## src/rtl/cdb_arbiter.sv

```systemverilog
// cdb_arbiter: shares the common data bus among NUM_REQ result producers.
// Ports: clk_in/rst_in/rdy_in/flush_signal control; req_valid/req_rob/
// req_data in, req_ready grant out; cdb_valid/cdb_rob/cdb_data/cdb_src
// registered broadcast. Macro CDB_ARB_FIXED_PRIO_EN selects fixed priority
// (lowest index wins) instead of the default round-robin.
module cdb_arbiter #(
  parameter int RoB_WIDTH = 3,
  parameter int NUM_REQ   = 3,
  localparam int SRC_W    = $clog2(NUM_REQ)
) (
  input  logic                         clk_in,
  input  logic                         rst_in,
  input  logic                         rdy_in,
  input  logic                         flush_signal,
  input  logic [NUM_REQ-1:0]           req_valid,
  input  logic [NUM_REQ*RoB_WIDTH-1:0] req_rob,
  input  logic [NUM_REQ*32-1:0]        req_data,
  output logic [NUM_REQ-1:0]           req_ready,
  output logic                         cdb_valid,
  output logic [RoB_WIDTH-1:0]         cdb_rob,
  output logic [31:0]                  cdb_data,
  output logic [SRC_W-1:0]             cdb_src
);

  logic                 cdb_valid_q;
  logic [RoB_WIDTH-1:0] cdb_rob_q;
  logic [31:0]          cdb_data_q;
  logic [SRC_W-1:0]     cdb_src_q;

`ifndef CDB_ARB_FIXED_PRIO_EN
  logic [SRC_W-1:0]     last_ptr_q;
`endif

  logic                 en;
  logic                 found;
  logic [SRC_W-1:0]     win;
  logic [SRC_W-1:0]     idx;
  logic [RoB_WIDTH-1:0] win_rob;
  logic [31:0]          win_data;

  assign en = rdy_in && !flush_signal && !rst_in;

  // Scan order: from the slot after the last winner (round-robin) or
  // from slot 0 (fixed priority); the first valid slot wins.
  always_comb begin
    found = 1'b0;
    win   = '0;
    idx   = '0;
    for (int k = 0; k < NUM_REQ; k++) begin
`ifdef CDB_ARB_FIXED_PRIO_EN
      idx = SRC_W'(k);
`else
      idx = SRC_W'((int'(last_ptr_q) + 1 + k) % NUM_REQ);
`endif
      if (en && !found && req_valid[idx]) begin
        found = 1'b1;
        win   = idx;
      end
    end
  end

  always_comb begin
    req_ready = '0;
    for (int i = 0; i < NUM_REQ; i++) begin
      req_ready[i] = found && (win == SRC_W'(i));
    end
  end

  always_comb begin
    win_rob  = '0;
    win_data = '0;
    for (int i = 0; i < NUM_REQ; i++) begin
      if (req_ready[i]) begin
        win_rob  = req_rob[i*RoB_WIDTH +: RoB_WIDTH];
        win_data = req_data[i*32 +: 32];
      end
    end
  end

  always_ff @(posedge clk_in) begin
    if (rst_in) begin
      cdb_valid_q <= 1'b0;
      cdb_rob_q   <= '0;
      cdb_data_q  <= '0;
      cdb_src_q   <= '0;
`ifndef CDB_ARB_FIXED_PRIO_EN
      last_ptr_q  <= SRC_W'(NUM_REQ - 1);
`endif
    end else if (rdy_in) begin
      if (flush_signal) begin
        cdb_valid_q <= 1'b0;
`ifndef CDB_ARB_FIXED_PRIO_EN
        last_ptr_q  <= SRC_W'(NUM_REQ - 1);
`endif
      end else if (found) begin
        cdb_valid_q <= 1'b1;
        cdb_rob_q   <= win_rob;
        cdb_data_q  <= win_data;
        cdb_src_q   <= win;
`ifndef CDB_ARB_FIXED_PRIO_EN
        last_ptr_q  <= win;
`endif
      end else begin
        cdb_valid_q <= 1'b0;
      end
    end
  end

  assign cdb_valid = cdb_valid_q;
  assign cdb_rob   = cdb_rob_q;
  assign cdb_data  = cdb_data_q;
  assign cdb_src   = cdb_src_q;

endmodule

```

## config.mk

```make
export PLATFORM = sky130hd
export DESIGN_NAME = cdb_arbiter
export DESIGN_NICKNAME = d
export VERILOG_FILES = /design/src/rtl/cdb_arbiter.sv
export SDC_FILE = /design/constraint.sdc
export NUM_CORES = 1
export LEC_CHECK = 0
export BUFFER_PORTS_ARGS = -buffer_cell sky130_fd_sc_hd__buf_2
export CAP_MARGIN = 20
export CORE_AREA = 4 4 91 93
export DETAILED_ROUTE_END_ITERATION = 12
export DIE_AREA = 0 0 95 97
export PLACE_DENSITY = 0.67
export SYNTH_ARGS = -nofsm -noshare
export SYNTH_HDL_FRONTEND = slang
export SYNTH_SLANG_ARGS = --single-unit
```

## constraint.sdc

```tcl
create_clock -name clk_in -period 3.4 [get_ports clk_in]
set_input_delay 1.02 -clock clk_in [delete_from_list [all_inputs] [get_ports clk_in]]
set_output_delay 1.02 -clock clk_in [all_outputs]
set_load 0.01 [all_outputs]
```

==> metrics, run 1 <==
Crit. End Element primary output; routed vias 3,108; vias in the first global route 2,996; Max Cap Viol 0; std cell rows 32; PwrDens 322 nW/um2; dpl cells 534; clk_lat worst skew 0.29 ns; Setup Buffers After CTS 0; Hold-fix buffers, CTS 0; IO Pins 153; CP delay by family, top multiplexers; clock transition at the registers of the reported paths 0.07 ns; Seq cells post-synth 40; Post-synth EDFFs 0; Ys Warns 0; crit-path most repeated cell buf_2; share of the synthesized area in the top cell type 30.4%; synth unique cells 41; Final #Nets 555; worst hold path stage count 2; Root Buffer clkbuf_8; syn_nets 418; DRT iter0 DRCs 135; PostCTS Resize Cnt 0; Synth Cell Area 2630 um2; final WL 9100 um; outcome finished, final reports clean; hold worst-path end cdb_valid$_SDFFE_PP0P_; detailed-placement wirelength estimate 6100 um; ys async rst share 0%; Avg Cell Area, Syn 8.71 um2; die area 9220 um2; largest net degree at the start of global routing 75; post-route clock period utilization 98.3%; top cells by area, synth dfxtp_1, a311oi_2, o21ai_0; Buf/Inv on CP 2; CP Max Fanout 4; RSZ-0062 raised after global routing no; hold_ws 0.490 ns; Worst Skew 0.00902 ns; CP startpoint kind input pin; CP max-delay cell o31a_2; Congestion Overflow GR 0; DRC Markers 0; R2R cell count 9; min-delay src cdb_valid$_SDFFE_PP0P_; P_leak 1.53 nW; FF/Latch Area 801 um2; slew margin rel. 52.9%; Hold Path Class register to register; worst r2r dst cdb_data[11]$_SDFFE_PP0P_; gpl congestion 0.782; Critical Path RT 2.38 ns; maximum clock path buffer count 2; drt wl/cell 16.8 um; gr usage total 19.3%; layout cells sized above 1 49.3%; DIE WIDTH 95 um; cell taking the most area after synthesis dfxtp_1; critical path type input pin to primary output; Slew Limit Fails 0; Max IR drop VDD 0.219 mV; Via density 5.73; slack of the worst reg-to-reg path 0.60 ns; CP peak stage delay 0.33 ns; Initial DRT Pass Iterations 4; total clock sinks 40; Fin Setup TNS 0 ns; fin util 47.7%; cell count after synthesis 302; min cycle time layout 3.34 ns; H-tree Lvls 2; Ant. Diodes 0; Finished Layout Cells 542; CTS buffer count 5; I/O Buffers 152; die height 97 um; multi-input logic area 1650 um2; setup violators final 0; top_reg_cell synth dfxtp_1; core area 7530 um2; reg2reg start last_ptr_q[0]$_SDFFE_PP0P_; global-route wire length before repair 14,600 um; final hold violation count 0; P&R area growth vs syn 36.6%; crit path DAT 2.32 ns; worst path cell trace buf_2 -> mux2_4 -> mux2_2 -> o31a_2 -> and3_1 -> buf_2; fill count 781; sequential area share after synthesis 30.4%; Post-DRT Antenna Nets 0; Tightest Pin Transition 0.707 ns; fmax 299 MHz; initial antenna violation count 0; CTS tree built; Starting Density 34.9%
placed cells by master (no fill, tap or decap), types with 2 or more instances in the layout:
cell type / count
clkbuf_8: 5
buf_4: 14
nor2_1: 2
o21ai_1: 2
nand2_1: 3
a311oi_1: 7
o21ai_0: 69
a21oi_1: 36
nand4_1: 35
nor2b_1: 4
nor3b_4: 2
dfxtp_1: 40
inv_1: 6
buf_2: 152
o2111ai_4: 2
and3_1: 2
or2_2: 2
mux2i_1: 2
ha_1: 4
a311oi_2: 28
kinds of logic (layout without fill, tap and decap cells):
kind of cell             after synthesis  after routing  synth area share [%]
AO/OA/AOI/OAI                        157            157                  44.7
AND/OR/NAND/NOR                       54             54                  13.5
buffers and inverters                 43            181                  7.71
flip-flops                            40             40                  30.4
adder cells (fa/ha/maj)                4              4                  1.90
multiplexers                           4              4                  1.76
metal layers:
metal	up-vias	wire (um)	global-route usage, %
met3	12	701	4.20
li1	1472	-	-
met2	137	4550	33.9
met1	1487	3720	23.6
met4	0	132	4.77
met5	-	0	0
sequential cells by signal, summed over array words and instances, names as in the netlist:
signal and cells:
last_ptr_q 2, cdb_data 32, cdb_rob 3, cdb_valid 1, cdb_src 2
stage by stage:
step	setup WS, ns	power, W	area (um2)
2_1_floorplan	0.0957	0.000657	2630
3_3_place_gp	0.0562	0.000777	3490
3_5_place_dp	0.0575	0.000780	3490
4_1_cts	0.0500	0.00117	3590
5_1_grt	0.00751	0.00121	3590
6_report	0.0579	0.00116	3590
area by class of cell:
type | instances | area share, %
tap | 102 | 3.55
inverter | 6 | 0.627
multi-input combinational | 219 | 45.9
clock inverter | 2 | 0.975
clock buffer | 6 | 2.02
sequential | 40 | 22.3
timing repair buffer | 167 | 24.7
worst register-to-register path: cells and delay by family (launching register included):
family | cells | cell delay (ns)
adder cells (fa/ha/maj) | 1 | 0.47
flip-flops | 1 | 0.39
buffers and inverters | 4 | 0.78
AO/OA/AOI/OAI | 2 | 0.32
AND/OR/NAND/NOR | 2 | 0.77
synthesized netlist by cell type (all sizes together) (2+ instances only):
cell type,number
o2111ai,2
inv,6
ha,4
nor2b,4
mux2,2
nor3b,3
or2,2
o21ai,71
nor2,2
and3,3
mux2i,2
a311oi,35
nand2,3
a21oi,36
nand4,35
o22ai,2
buf,10
clkbuf,27
a31oi,2
dfxtp,40
power by group:
part           leakage [nW]  switching (W)  total [W]  internal (W)
Combinational          1.15       0.000140   0.000263      0.000123
Clock                0.0552       0.000168   0.000386      0.000218
Sequential            0.326      0.0000123   0.000507      0.000495
worst max path at each step:
stage	from	to	slack (ns)	cells past startpoint
6_report	req_valid[0]	req_ready[0]	0.06	6
5_1_grt	last_ptr_q[0]$_SDFFE_PP0P_	req_ready[1]	0.008	6
3_5_place_dp	req_valid[0]	req_ready[0]	0.06	6
4_1_cts	req_valid[0]	req_ready[0]	0.05	6
2_1_floorplan	req_valid[0]	req_ready[0]	0.1	5
3_3_place_gp	req_valid[0]	req_ready[0]	0.06	6
Note: power is estimated with default switching activity, not from simulation.
==> inputs of run 2 (changes only) <==
CORE_AREA = 3 3 90 92   (was 4 4 91 93)
DIE_AREA = 0 0 93 95   (was 0 0 95 97)
==> metrics, run 2 (same netlist as run 1, synthesis figures left out) <==
clk_lat worst skew 0.28 ns (was 0.29 ns); max reg flops 32 (unchanged); Hold Path Class register to register (unchanged); Post-DRT Antenna Nets 0 (unchanged); Ant. Diodes 0 (unchanged); final hold violation count 0 (unchanged); clock transition at the registers of the reported paths 0.07 ns (about the same); Net Switching 0.000304 W (was 0.000320 W); Fin Setup TNS 0 ns (unchanged); commonest non-fill, non-tap cell in the layout buf_2 (unchanged); DIE WIDTH 93 um (was 95 um); die area 8840 um2 (was 9220 um2); Setup Buffers After CTS 0 (unchanged); sequential group share of total power 48.3% (was 43.9%); final WL 8860 um (was 9100 um); CP Max Fanout 6 (was 4); RSZ-0062 raised after global routing no (unchanged); CTS buffer count 5 (unchanged); worst path cell trace buf_2 -> mux2_4 -> mux2_2 -> o31a_2 -> and3_1 -> buf_2 (unchanged); CP startpoint kind input pin (unchanged); H-tree Lvls 2 (unchanged); DRC Markers 0 (unchanged); die height 95 um (was 97 um); Final #Nets 550 (was 555); slew margin rel. 53.1% (was 52.9%); fill count 750 (was 781); Cell Int Power 0.000746 W (was 0.000836 W); gr usage total 19.4% (was 19.3%); Crit. End Element primary output (unchanged); vias in the first global route 2,942 (was 2,996); most frequent cells in the layout buf_2, o21ai_0, dfxtp_1 (unchanged); CP max-delay cell o31a_2 (unchanged); initial antenna violation count 0 (unchanged); outcome finished, final reports clean (unchanged); Clock power frac 27.3% (was 33.4%); detailed-placement wirelength estimate 5940 um (was 6100 um); post-route clock period utilization 98.0% (was 98.3%); CP peak stage delay 0.33 ns (about the same); routed vias 3,015 (was 3,108); Worst Skew 0.00438 ns (was 0.00902 ns); largest net degree at the start of global routing 76 (was 75); I/O Buffers 152 (unchanged); PwrDens 300 nW/um2 (was 322 nW/um2); switching share of power 28.9% (was 27.7%); Buf/Inv on CP 2 (unchanged); CP delay by family, top multiplexers (unchanged); final instance area 3510 um2 (was 3590 um2); Max Cap Viol 0 (unchanged); Combinational Power Share 24.3% (was 22.7%); Root Buffer clkbuf_8 (unchanged); Initial DRT Pass Iterations 5 (was 4); crit-path most repeated cell buf_2 (unchanged); IO Pins 153 (unchanged); maximum clock path buffer count 2 (unchanged); layout cells sized above 1 48.8% (was 49.3%); P_leak 1.48 nW (was 1.53 nW); Starting Density 36.1% (was 34.9%); P&R area growth vs syn 33.3% (was 36.6%); gpl congestion 0.833 (was 0.782); total clock sinks 40 (unchanged); global-route wire length before repair 14,000 um (was 14,600 um); Congestion Overflow GR 0 (unchanged); Via density 5.68 (was 5.73); Max IR drop VDD 0.133 mV (was 0.219 mV); std cell rows 31 (was 32); crit path DAT 2.31 ns (was 2.32 ns); Placement Cell Area 3430 um2 (was 3490 um2); Tightest Pin Transition 0.704 ns (was 0.707 ns); fmax 300 MHz (was 299 MHz); drt wl/cell 16.7 um (was 16.8 um); Slew Limit Fails 0 (unchanged); Critical Path RT 2.38 ns (about the same); critical path type input pin to primary output (unchanged); core area 7290 um2 (was 7530 um2); CTS tree built (unchanged); min cycle time layout 3.33 ns (was 3.34 ns); setup violators final 0 (unchanged); DRT iter0 DRCs 200 (was 135)
-- run 2: cell types whose count changed in the layout (fill, tap and decap cells not counted), sizes merged --
| cell | change |
|---|---|
| buf | -5 |
| clkinv | -1 |
| bufinv | -1 |
| clkbuf | -1 |
-- run 2: per-layer routing --
layer  track usage (%)  up-vias  routed length, um
met3              4.70        9                774
met2              33.4      147               4320
met4              5.98        0                107
met5                 0        -                  0
li1                  -     1454                  -
met1              23.9     1405               3650
-- run 2: worst min-delay path: cells and delay by family (launching register included) --
kind	cells	cell delay, ns
AOI/OAI and AO/OA	1	0.06
and+or+nand+nor	1	0.07
DFF	1	0.33
-- run 2: through the flow --
step	hold slack (ns)	setup WS [ns]	instances	power, W	utilization [%]
global placement	0.474	0.0834	526	0.000769	47.1
CTS	0.496	0.0634	531	0.00106	48.0
detailed placement	0.477	0.0668	526	0.000773	47.1
floorplan	0.502	0.0957	302	0.000657	-
global route	0.515	0.00684	531	0.00111	48.1
finish	0.494	0.0679	531	0.00105	48.1
-- run 2: power groups by stage --
| stage | clock [W] | combinational (W) | sequential (W) |
|---|---|---|---|
| 3_5_place_dp | 0 | 0.000254 | 0.000518 |
| 5_1_grt | 0.000316 | 0.000280 | 0.000511 |
| 2_1_floorplan | 0 | 0.000127 | 0.000529 |
| 3_3_place_gp | 0 | 0.000251 | 0.000518 |
| 4_1_cts | 0.000299 | 0.000255 | 0.000508 |
| 6_report | 0.000287 | 0.000256 | 0.000508 |
-- run 2: final cells by class --
class                   count  area (um2)  area share, %
inverters                   6        22.5          0.642
multi-input cells         219        1640           46.8
well taps                  99         124           3.53
flip-flops and latches     40         801           22.8
clock buffers               5        68.8           1.96
repair buffers            162         848           24.2
-- run 2: final timing paths --
path	slack, ns	from	to	cells after the start
setup / recovery	0.07	req_valid[1]	req_ready[0]	6
hold / removal	0.49	cdb_valid$_SDFFE_PP0P_	cdb_valid$_SDFFE_PP0P_	2
hold reg to reg	0.49	cdb_valid$_SDFFE_PP0P_	cdb_valid$_SDFFE_PP0P_	2
setup reg to reg	0.44	last_ptr_q[0]$_SDFFE_PP0P_	cdb_rob[0]$_SDFFE_PP0P_	9
-- run 2: what timing repair did --
item                                    CTS  global route
resized for setup                         0             1
hold buffers                              0             0
endpoints found under the setup margin    0             1
==> inputs of run 3 (changes only) <==
CTS_BUF_LIST = sky130_fd_sc_hd__clkbuf_4   (was unset)
CTS_CLUSTER_DIAMETER = 200   (was unset)
==> metrics, run 3 (same netlist as run 1, synthesis figures left out) <==
I/O Buffers 152 (unchanged); final hold violation count 0 (unchanged); Worst Skew 0.00632 ns (was 0.00438 ns); DRT iter0 DRCs 206 (was 200); vias in the first global route 2,948 (was 2,942); post-route clock period utilization 98.0% (about the same); Max Cap Viol 0 (unchanged); P_leak 1.47 nW (was 1.48 nW); largest net degree at the start of global routing 76 (unchanged); std cell rows 31 (unchanged); fin util 47.8% (was 48.1%); most frequent cells in the layout buf_2, o21ai_0, dfxtp_1 (unchanged); layout cells sized above 1 49.8% (was 48.8%); initial antenna violation count 0 (unchanged); H-tree Lvls 2 (unchanged); CTS buffer count 5 (unchanged); CP startpoint kind input pin (unchanged); routed vias 3,068 (was 3,015); Fin Setup TNS 0 ns (unchanged); clk_lat worst skew 0.33 ns (was 0.28 ns); detailed-placement wirelength estimate 5940 um (unchanged); slew margin rel. 52.8% (was 53.1%); Congestion Overflow GR 0 (unchanged); RSZ-0062 raised after global routing no (unchanged); Initial DRT Pass Iterations 4 (was 5); outcome finished, final reports clean (unchanged); Crit. End Element primary output (unchanged); DRC Markers 0 (unchanged); Root Buffer clkbuf_4 (was clkbuf_8); Ant. Diodes 0 (unchanged); die area 8840 um2 (unchanged); PostCTS Resize Cnt 0 (unchanged); Tightest Pin Transition 0.708 ns (was 0.704 ns); PwrDens 281 nW/um2 (was 300 nW/um2); crit path DAT 2.31 ns (about the same); CTS tree built (unchanged); min cycle time layout 3.33 ns (about the same); Max IR drop VDD 0.126 mV (was 0.133 mV); P&R area growth vs syn 32.5% (was 33.3%); gpl congestion 0.833 (unchanged); power consumption 0.000981 W (was 0.00105 W); Hold Path Class register to register (unchanged); setup violators final 0 (unchanged); DIE WIDTH 93 um (unchanged); CP Max Fanout 6 (unchanged); max reg flops 32 (unchanged); Final #Nets 550 (unchanged); total clock sinks 40 (unchanged); Slew Limit Fails 0 (unchanged); die height 95 um (unchanged); clock transition at the registers of the reported paths 0.11 ns (was 0.07 ns); final WL 8900 um (was 8860 um); Post-DRT Antenna Nets 0 (unchanged); Hold-fix buffers, CTS 0 (unchanged); Setup Buffers After CTS 0 (unchanged); global-route wire length before repair 14,000 um (about the same); drt wl/cell 16.8 um (was 16.7 um); Via density 5.78 (was 5.68); Critical Path RT 2.38 ns (about the same); commonest non-fill, non-tap cell in the layout buf_2 (unchanged); fmax 300 MHz (about the same); IO Pins 153 (unchanged); critical path type input pin to primary output (unchanged); core area 7290 um2 (unchanged); gr usage total 19.4% (about the same); Placement Cell Area 3430 um2 (unchanged); maximum clock path buffer count 2 (unchanged); hold_ws 0.509 ns (was 0.494 ns); final instance area 3480 um2 (was 3510 um2); Starting Density 36.1% (unchanged)
-- run 3: changes by cell type in the layout (fill, tap and decap cells not counted) --
cell and change:
clkbuf_8 -5, dfxtp_2 +1, ha_2 +3, dfxtp_1 -1, ha_1 -3, clkbuf_4 +5
-- run 3: final timing paths --
| path | start | end | slack (ns) | depth (start not counted) |
|---|---|---|---|---|
| worst max-delay path | req_valid[1] | req_ready[0] | 0.07 | 6 |
| worst min-delay path | cdb_valid$_SDFFE_PP0P_ | cdb_valid$_SDFFE_PP0P_ | 0.51 | 2 |
| worst max register to register | last_ptr_q[0]$_SDFFE_PP0P_ | cdb_data[6]$_SDFFE_PP0P_ | 0.48 | 9 |
| worst min register to register | cdb_valid$_SDFFE_PP0P_ | cdb_valid$_SDFFE_PP0P_ | 0.51 | 2 |
-- run 3: layout make-up --
| cell class | instances | area [um2] |
|---|---|---|
| well taps | 99 | 124 |
| fillers | 755 | 3810 |
| multi-input cells | 219 | 1650 |
| repair buffers | 162 | 848 |
| flip-flops and latches | 40 | 802 |
| inverters | 6 | 22.5 |
| clock buffers | 5 | 37.5 |
-- run 3: critical path, cell delays in order --
cell and delay, ns:
buf_2 0.13, mux2_4 0.28, mux2_2 0.26, o31a_2 0.33, and3_1 0.15, buf_2 0.14
-- run 3: power by group --
| group | leakage [nW] | internal, W | switching [W] |
|---|---|---|---|
| clock | 0.0230 | 0.0000695 | 0.000146 |
| sequential | 0.327 | 0.000495 | 0.0000130 |
| combinational | 1.12 | 0.000120 | 0.000136 |
-- run 3: through the flow --
| stage | setup WS, ns | instances |
|---|---|---|
| CTS | 0.0444 | 531 |
| detailed placement | 0.0668 | 526 |
| global placement | 0.0834 | 526 |
| finish | 0.0692 | 531 |
| floorplan | 0.0957 | 302 |
| global route | 0.00684 | 531 |
-- run 3: metal layers --
layer / global-route usage (%) / vias to the layer above / wire [um]
met5: 0 / - / 0
met4: 5.86 / 0 / 93
met3: 4.70 / 10 / 775
met2: 33.5 / 160 / 4340
met1: 23.9 / 1443 / 3690
li1: - / 1455 / -
